[config.mk]
export PLATFORM = sky130hd
export DESIGN_NAME = exception_unit_flat
export DESIGN_NICKNAME = d
export VERILOG_FILES = /design/src/rtl/exception_pkg.sv /design/src/rtl/exception_unit_if.sv /design/src/rtl/int_sync.sv /design/src/rtl/exception_unit.sv /design/src/flat_wrapper.sv
export SDC_FILE = /design/constraint.sdc
export NUM_CORES = 1
export LEC_CHECK = 0
export ABC_AREA = 0
export BUFFER_PORTS_ARGS = -buffer_cell sky130_fd_sc_hd__buf_2
export CAP_MARGIN = 30
export CELL_PAD_IN_SITES_DETAIL_PLACEMENT = 0
export CELL_PAD_IN_SITES_GLOBAL_PLACEMENT = 1
export CORE_MARGIN = 3
export CORE_UTILIZATION = 37
export DETAILED_ROUTE_END_ITERATION = 10
export GPL_TIMING_DRIVEN = 1
export HOLD_SLACK_MARGIN = 0.03
export PLACE_DENSITY_LB_ADDON = 0.1
export SETUP_SLACK_MARGIN = 0.3
export SLEW_MARGIN = 20
export SYNTH_ARGS = -nofsm -noshare
export SYNTH_HDL_FRONTEND = slang
export SYNTH_SLANG_ARGS = --single-unit
[constraint.sdc]
create_clock -name clk -period 5.9 [get_ports clk]
set_input_delay 0 -clock clk [delete_from_list [all_inputs] [get_ports clk]]
set_output_delay 0 -clock clk [all_outputs]
set_load 0.05 [all_outputs]
[src/rtl/exception_pkg.sv]
// Shared types for the commit-point exception arbiter: cause codes, CP0 record and FSM states.
package exception_pkg;

  localparam logic [4:0] CODE_INT  = 5'h00;
  localparam logic [4:0] CODE_ADEL = 5'h04;
  localparam logic [4:0] CODE_ADES = 5'h05;
  localparam logic [4:0] CODE_SYS  = 5'h08;
  localparam logic [4:0] CODE_BP   = 5'h09;
  localparam logic [4:0] CODE_RI   = 5'h0a;
  localparam logic [4:0] CODE_OV   = 5'h0c;

  typedef struct packed {
    logic        valid;
    logic [4:0]  code;
    logic [31:0] pc;
    logic        in_delay_slot;
    logic [31:0] badvaddr;
    logic [31:0] location;
  } exception_t;

  typedef enum logic {
    ST_IDLE,
    ST_REDIRECT
  } state_e;

endpackage

[src/rtl/exception_unit_if.sv]
// CP0 record plus fetch-redirect handshake between the exception unit and its consumers.
interface exception_unit_if;
  import exception_pkg::*;

  exception_t  exception_info;
  logic        is_eret;
  logic        flush;
  logic        redirect_valid;
  logic        redirect_ready;
  logic [31:0] redirect_pc;

  modport master (
    output exception_info,
    output is_eret,
    output flush,
    output redirect_valid,
    output redirect_pc,
    input  redirect_ready
  );

  modport slave (
    input  exception_info,
    input  is_eret,
    input  flush,
    input  redirect_valid,
    input  redirect_pc,
    output redirect_ready
  );
endinterface

[src/rtl/int_sync.sv]
// Parameterised two-flop synchroniser for asynchronous level inputs.
module int_sync #(
  parameter int unsigned WIDTH = 1
) (
  input  logic             clk,
  input  logic             rst_n,
  input  logic [WIDTH-1:0] d_i,
  output logic [WIDTH-1:0] q_o
);

  logic [WIDTH-1:0] meta_q;
  logic [WIDTH-1:0] sync_q;

  always_ff @(posedge clk or negedge rst_n) begin
    if (!rst_n) begin
      meta_q <= '0;
      sync_q <= '0;
    end else begin
      meta_q <= d_i;
      sync_q <= meta_q;
    end
  end

  assign q_o = sync_q;

endmodule

[src/rtl/exception_unit.sv]
// Commit-point exception arbiter: picks the highest-priority event per commit, drives the
// CP0 record and holds flush/redirect until fetch accepts the new PC.
module exception_unit
  import exception_pkg::*;
#(
  parameter logic [31:0] RESET_VEC  = 32'hbfc0_0380,
  parameter logic [31:0] NORMAL_VEC = 32'h8000_0180
) (
  input  logic        clk,
  input  logic        resetn,
  input  logic        instr_valid,
  output logic        commit_ready,
  input  logic [31:0] pc,
  input  logic        in_delay_slot,
  input  logic        f_adel,
  input  logic        f_ri,
  input  logic        f_sys,
  input  logic        f_bp,
  input  logic        f_ov,
  input  logic        f_ld_adel,
  input  logic        f_st_ades,
  input  logic        f_eret,
  input  logic [31:0] data_addr,
  input  logic [5:0]  ext_int,
  input  logic        timer_interrupt,
  input  logic        status_ie,
  input  logic        status_exl,
  input  logic        status_erl,
  input  logic        status_bev,
  input  logic [7:0]  status_im,
  input  logic [1:0]  cause_ip_sw,
  input  logic [31:0] epc,
  exception_unit_if.master cp0
);

  logic [5:0]  ext_int_sync;
  logic [7:0]  ip;
  logic        int_pending;
  logic        commit;
  logic [31:0] location;

  logic        evt_valid;
  logic        evt_eret;
  logic [4:0]  evt_code;
  logic [31:0] evt_badvaddr;

  state_e      state_q;
  exception_t  info_q;
  logic        is_eret_q;
  logic        flush_q;
  logic        redirect_valid_q;
  logic [31:0] redirect_pc_q;

  int_sync #(.WIDTH(6)) u_int_sync (
    .clk   (clk),
    .rst_n (resetn),
    .d_i   (ext_int),
    .q_o   (ext_int_sync)
  );

  assign ip          = {ext_int_sync[5] | timer_interrupt, ext_int_sync[4:0], cause_ip_sw};
  assign int_pending = status_ie & ~status_exl & ~status_erl & (|(ip & status_im));

  assign commit_ready = (state_q == ST_IDLE);
  assign commit       = instr_valid & commit_ready;
  assign location     = status_bev ? RESET_VEC : NORMAL_VEC;

  // Fixed priority: interrupt first, then fetch-side faults, then execute/memory faults, ERET last.
  always_comb begin
    evt_valid    = 1'b0;
    evt_eret     = 1'b0;
    evt_code     = CODE_INT;
    evt_badvaddr = '0;
    if (int_pending) begin
      evt_valid = 1'b1;
    end else if (f_adel) begin
      evt_valid    = 1'b1;
      evt_code     = CODE_ADEL;
      evt_badvaddr = pc;
    end else if (f_ri) begin
      evt_valid = 1'b1;
      evt_code  = CODE_RI;
    end else if (f_sys) begin
      evt_valid = 1'b1;
      evt_code  = CODE_SYS;
    end else if (f_bp) begin
      evt_valid = 1'b1;
      evt_code  = CODE_BP;
    end else if (f_ov) begin
      evt_valid = 1'b1;
      evt_code  = CODE_OV;
    end else if (f_ld_adel) begin
      evt_valid    = 1'b1;
      evt_code     = CODE_ADEL;
      evt_badvaddr = data_addr;
    end else if (f_st_ades) begin
      evt_valid    = 1'b1;
      evt_code     = CODE_ADES;
      evt_badvaddr = data_addr;
    end else if (f_eret) begin
      evt_valid = 1'b1;
      evt_eret  = 1'b1;
    end
  end

  always_ff @(posedge clk or negedge resetn) begin
    if (!resetn) begin
      state_q          <= ST_IDLE;
      info_q           <= '0;
      is_eret_q        <= 1'b0;
      flush_q          <= 1'b0;
      redirect_valid_q <= 1'b0;
      redirect_pc_q    <= '0;
    end else begin
      // Record fields persist; only the valid/eret strobes are single-cycle.
      info_q.valid <= 1'b0;
      is_eret_q    <= 1'b0;
      unique case (state_q)
        ST_IDLE: begin
          if (commit && evt_valid) begin
            state_q                <= ST_REDIRECT;
            info_q.valid           <= ~evt_eret;
            info_q.code            <= evt_code;
            info_q.pc              <= pc;
            info_q.in_delay_slot   <= in_delay_slot;
            info_q.badvaddr        <= evt_badvaddr;
            info_q.location        <= location;
            is_eret_q              <= evt_eret;
            flush_q                <= 1'b1;
            redirect_valid_q       <= 1'b1;
            redirect_pc_q          <= evt_eret ? epc : location;
          end
        end
        ST_REDIRECT: begin
          if (redirect_valid_q && cp0.redirect_ready) begin
            state_q          <= ST_IDLE;
            flush_q          <= 1'b0;
            redirect_valid_q <= 1'b0;
          end
        end
      endcase
    end
  end

  assign cp0.exception_info = info_q;
  assign cp0.is_eret        = is_eret_q;
  assign cp0.flush          = flush_q;
  assign cp0.redirect_valid = redirect_valid_q;
  assign cp0.redirect_pc    = redirect_pc_q;

endmodule
[src/flat_wrapper.sv]
// flat-port wrapper written by rule: the top's interface ports become plain ports
module exception_unit_flat import exception_pkg::*;
#(
  parameter logic [31:0] RESET_VEC  = 32'hbfc0_0380,
  parameter logic [31:0] NORMAL_VEC = 32'h8000_0180
)
  (clk, resetn, instr_valid, commit_ready, pc, in_delay_slot, f_adel, f_ri, f_sys, f_bp, f_ov, f_ld_adel, f_st_ades, f_eret, data_addr, ext_int, timer_interrupt, status_ie, status_exl, status_erl, status_bev, status_im, cause_ip_sw, epc, cp0_exception_info, cp0_is_eret, cp0_flush, cp0_redirect_valid, cp0_redirect_pc, cp0_redirect_ready);
  exception_unit_if cp0_i ();
  input  logic clk;
  input  logic resetn;
  input  logic instr_valid;
  output logic commit_ready;
  input  logic [31:0] pc;
  input  logic in_delay_slot;
  input  logic f_adel;
  input  logic f_ri;
  input  logic f_sys;
  input  logic f_bp;
  input  logic f_ov;
  input  logic f_ld_adel;
  input  logic f_st_ades;
  input  logic f_eret;
  input  logic [31:0] data_addr;
  input  logic [5:0] ext_int;
  input  logic timer_interrupt;
  input  logic status_ie;
  input  logic status_exl;
  input  logic status_erl;
  input  logic status_bev;
  input  logic [7:0] status_im;
  input  logic [1:0] cause_ip_sw;
  input  logic [31:0] epc;
  output wire logic [$bits(cp0_i.exception_info)-1:0] cp0_exception_info;
  output wire logic [$bits(cp0_i.is_eret)-1:0] cp0_is_eret;
  output wire logic [$bits(cp0_i.flush)-1:0] cp0_flush;
  output wire logic [$bits(cp0_i.redirect_valid)-1:0] cp0_redirect_valid;
  output wire logic [$bits(cp0_i.redirect_pc)-1:0] cp0_redirect_pc;
  input wire logic [$bits(cp0_i.redirect_ready)-1:0] cp0_redirect_ready;
  assign cp0_exception_info = cp0_i.exception_info;
  assign cp0_is_eret = cp0_i.is_eret;
  assign cp0_flush = cp0_i.flush;
  assign cp0_redirect_valid = cp0_i.redirect_valid;
  assign cp0_redirect_pc = cp0_i.redirect_pc;
  assign cp0_i.redirect_ready = cp0_redirect_ready;
  exception_unit #(.RESET_VEC(RESET_VEC), .NORMAL_VEC(NORMAL_VEC)) u_core (.clk(clk), .resetn(resetn), .instr_valid(instr_valid), .commit_ready(commit_ready), .pc(pc), .in_delay_slot(in_delay_slot), .f_adel(f_adel), .f_ri(f_ri), .f_sys(f_sys), .f_bp(f_bp), .f_ov(f_ov), .f_ld_adel(f_ld_adel), .f_st_ades(f_st_ades), .f_eret(f_eret), .data_addr(data_addr), .ext_int(ext_int), .timer_interrupt(timer_interrupt), .status_ie(status_ie), .status_exl(status_exl), .status_erl(status_erl), .status_bev(status_bev), .status_im(status_im), .cause_ip_sw(cause_ip_sw), .epc(epc), .cp0(cp0_i));
endmodule
==> results.toml <==
[routing]
drt-met1-wl_um = 5925
first_pass_iters = 4
route.met2.wl_um = 7288
wl_per_cell_um = 16.37
drc_errors = 0
wl_met3_um = 1142
maxUsedRoutingLayer = "met5"
drt_wl_total_um = 14980
drt_iter0_drc = 127
via_per_inst = 4.830
ant_nets = 0
vias = 4419

[timing]
finalClockSkew_ps = 10.12
relSlewSlack_pct = 42.94
rsz0062_at_grt = "false"
tightest_slew_ps = 855.9
tns_ps = 0
fmax_mhz = 331.4
finalSetupViolations = 0
timing.final.crit_share_pct = 51.14
maxSlewViolCount = 0
hold_viol_final = 0
fin_crit_ps = 3017

[pwr]
vdd_drop_max_mv = 0.2962
netSwitchingPower_mw = 1.967
clkPwrFrac_pct = 22.4
p_comb_share_pct = 48.5
switching_share_pct = 46.34
p_int_mw = 2.279
power_mw = 4.246
p_leak_nw = 3.986
power_frac_seq_pct = 29.1
powerDensity_mw_per_mm2 = 535.7

[worst_setup_path]
critPathCaptureType = "flop"
crit_start = "u_core.u_int_sync.q_o[0]"
critPathRequiredTime_ps = 6190
critPathBufInv = 1
critPathMaxStageDelay_ps = 760
r2r_cells = 6
slowest_stage = "o31ai_4"
crit_type = "reg -> reg"
cp_max_fo = 42
crit_end = "u_core.cp0.exception_info[73]"
cp.depth = 6
crit_family = "compound AO/OA/AOI/OAI gates"
path_cells = "a22o_1, a221oi_1, a31oi_4, o31ai_4, buf_4, mux2_2"
timing.rr.start = "u_core.u_int_sync.q_o[0]"
critPathLaunchType = "flop"
timing.rr.end = "u_core.cp0.exception_info[73]"
r2r_setup_slack_ps = 2880
arrival_ps = 3300

[run]
maxCapViolCount = 0

[yosys]
synth.largest_area_cell = "dfrtp_1"
yosys-top-cells-area = "dfrtp_1, mux2_2, a22oi_1"
synth-seq-cells = 119
synth-simple-area-share_pct = 5.270
synth_cell_type_count = 32
synthCells = 384
synth_top_family_by_area = "multiplexers"
synthMuxAreaShare_pct = 15.96
syn_area_mm2 = 0.005057
synth_fa_ha_area_share_pct = 0
synth-compound-area-share_pct = 12.27
synth-seq-area-share_pct = 58.88
synth-xor-area-share_pct = 0
synth_top_area_share_pct = 58.88
syn-mean-instance-area_um2 = 13.17
yosys_warnings = 0

[global_route]
grt_overflow = 0
grt_pass1_vias = 4558
grt.total_usage_pct = 20.07
grt_pass1_wl_um = 22970
grt_max_degree = 62
antenna_found_initial = 3

[cells_and_area]
fin_area_mm2 = 0.007925
multi_input_area_mm2 = 0.001803
syn_to_final_growth_pct = 56.70
layoutNonFillerInstCount = 915
postLayoutCoreUtil_pct = 59.61
n_fill_cell = 1082
drive_gt1_share_pct = 49.25
nets = 856
seq_area_mm2 = 0.002978

[floorplanning]
fp.dieH_um = 122.9
ios = 269
start_util_pct = 38.04
rows = 42
die_area_mm2 = 0.01511
core_region_area_mm2 = 0.01330
die_w_um = 122.9

[cts]
numCtsBuffers = 17
cts_tree = "built"
cts_hold_buf = 107
cts.htree.levels = 4
path_clk_slew_ps = 50
clockBufferDepth = 2
cts-root-buf = "clkbuf_16"
cts_setup_buffers = 0
cts_sinks = 119
cts_resized = 0
clk_latency_ps = 400

[worst_hold_path]
hp-class = "in -> reg"

[status]
status = "finished, final reports clean"

[placed_design]
dp_hpwl_um = 9967
place_area_mm2 = 0.006292
numPlacedInstances = 776
port_buffers = 247
place.gp.congestion = 0.7260
-- power groups by stage --
stage	clock network, mW	logic (mW)	registers, mW
2_1_floorplan	0	0.630	2.19
3_3_place_gp	0	2.00	1.24
3_5_place_dp	0	2.02	1.25
4_1_cts	0.979	2.07	1.24
5_1_grt	1.02	2.15	1.27
6_report	0.950	2.06	1.24
-- through the flow --
step | hold WS (ps) | worst slack, ps
6_report | 55.92 | 2883
5_1_grt | 71.31 | 2702
4_1_cts | 39.84 | 2807
3_5_place_dp | 109.3 | 2818
3_3_place_gp | 108.3 | 2950
2_1_floorplan | -295.6 | 3868
-- routing by layer --
| layer | GRT usage [%] | up-vias |
|---|---|---|
| li1 | - | 2025 |
| met1 | 23.66 | 2131 |
| met2 | 31.98 | 216 |
| met3 | 6.176 | 45 |
| met4 | 12.53 | 2 |
| met5 | 0 | - |
-- logic make-up (layout without fill, tap and decap cells) --
group | after synthesis | count (layout)
simple gates | 62 | 62
compound gates | 74 | 74
mux | 69 | 69
buf+inv | 59 | 392
other cells | 1 | 23
flops | 119 | 119
-- layout by cell type, fill, tap and decap left out, types with 3 or more instances in the layout --
master	Yosys	final
buf_4	32	7
buf_2	14	246
a22oi_1	32	32
nor2_1	41	41
dfrtp_1	119	119
mux2_2	61	61
o221a_2	9	9
dlygate4sd3_1	0	107
mux2_4	8	8
clkbuf_16	0	17
o22a_1	3	3
conb_1	1	21
nand2_1	10	10
clkbuf_8	0	8
clkbuf_1	6	3
a22o_1	21	21
-- tightest hold or removal path, stage by stage --
cell and delay (ps):
buf_2 100, o21ai_0 80, nor2_1 90, mux2_2 150
-- cells in the mapped netlist, drive strengths merged --
cell type and number:
dfrtp 119, mux2 69, buf 51, nor2 41
a22oi 32, a22o 21, nand2 10, o221a 9
clkbuf 6, nor3 3, o21ai 3, o22a 3
inv 2, nor3b 2, a21o 1, a221oi 1
a222oi 1, a31oi 1, conb 1, nand2b 1
nor2b 1, nor4 1, nor4b 1, o31a 1
o31ai 1, or3 1, or4 1
-- worst min-delay path by stage --
stage | start | endpoint | slack [ps] | cells past startpoint
CTS | f_bp | u_core.cp0.exception_info[97] | 40 | 4
finish | f_bp | u_core.cp0.exception_info[97] | 60 | 4
floorplan | resetn | u_core.cp0.exception_info[100] | -300 | 0
global placement | ext_int[0] | u_core.u_int_sync.meta_q[0] | 110 | 1
detailed placement | ext_int[0] | u_core.u_int_sync.meta_q[0] | 110 | 1
global route | f_bp | u_core.cp0.exception_info[97] | 70 | 4
-- flip-flops by register name, summed over array words and instances (netlist names) --
| name | count |
|---|---|
| u_core.cp0.exception_info | 72 |
| u_core.cp0.flush | 1 |
| u_core.u_int_sync.q_o | 6 |
| u_core.state_q | 1 |
| u_core.cp0.is_eret | 1 |
| u_core.cp0.redirect_pc | 32 |
| u_core.u_int_sync.meta_q | 6 |
-- area by class of cell --
| cell class | instances | area share [%] |
|---|---|---|
| Antenna cell | 2 | 0.06315 |
| Clock buffer | 28 | 6.899 |
| Clock inverter | 2 | 0.1263 |
| Inverter | 2 | 0.09473 |
| Multi-Input combinational cell | 226 | 22.75 |
| Sequential cell | 119 | 37.58 |
| Tap cell | 176 | 2.779 |
| Timing Repair Buffer | 360 | 29.71 |
Power figures use the tool's default switching activity.
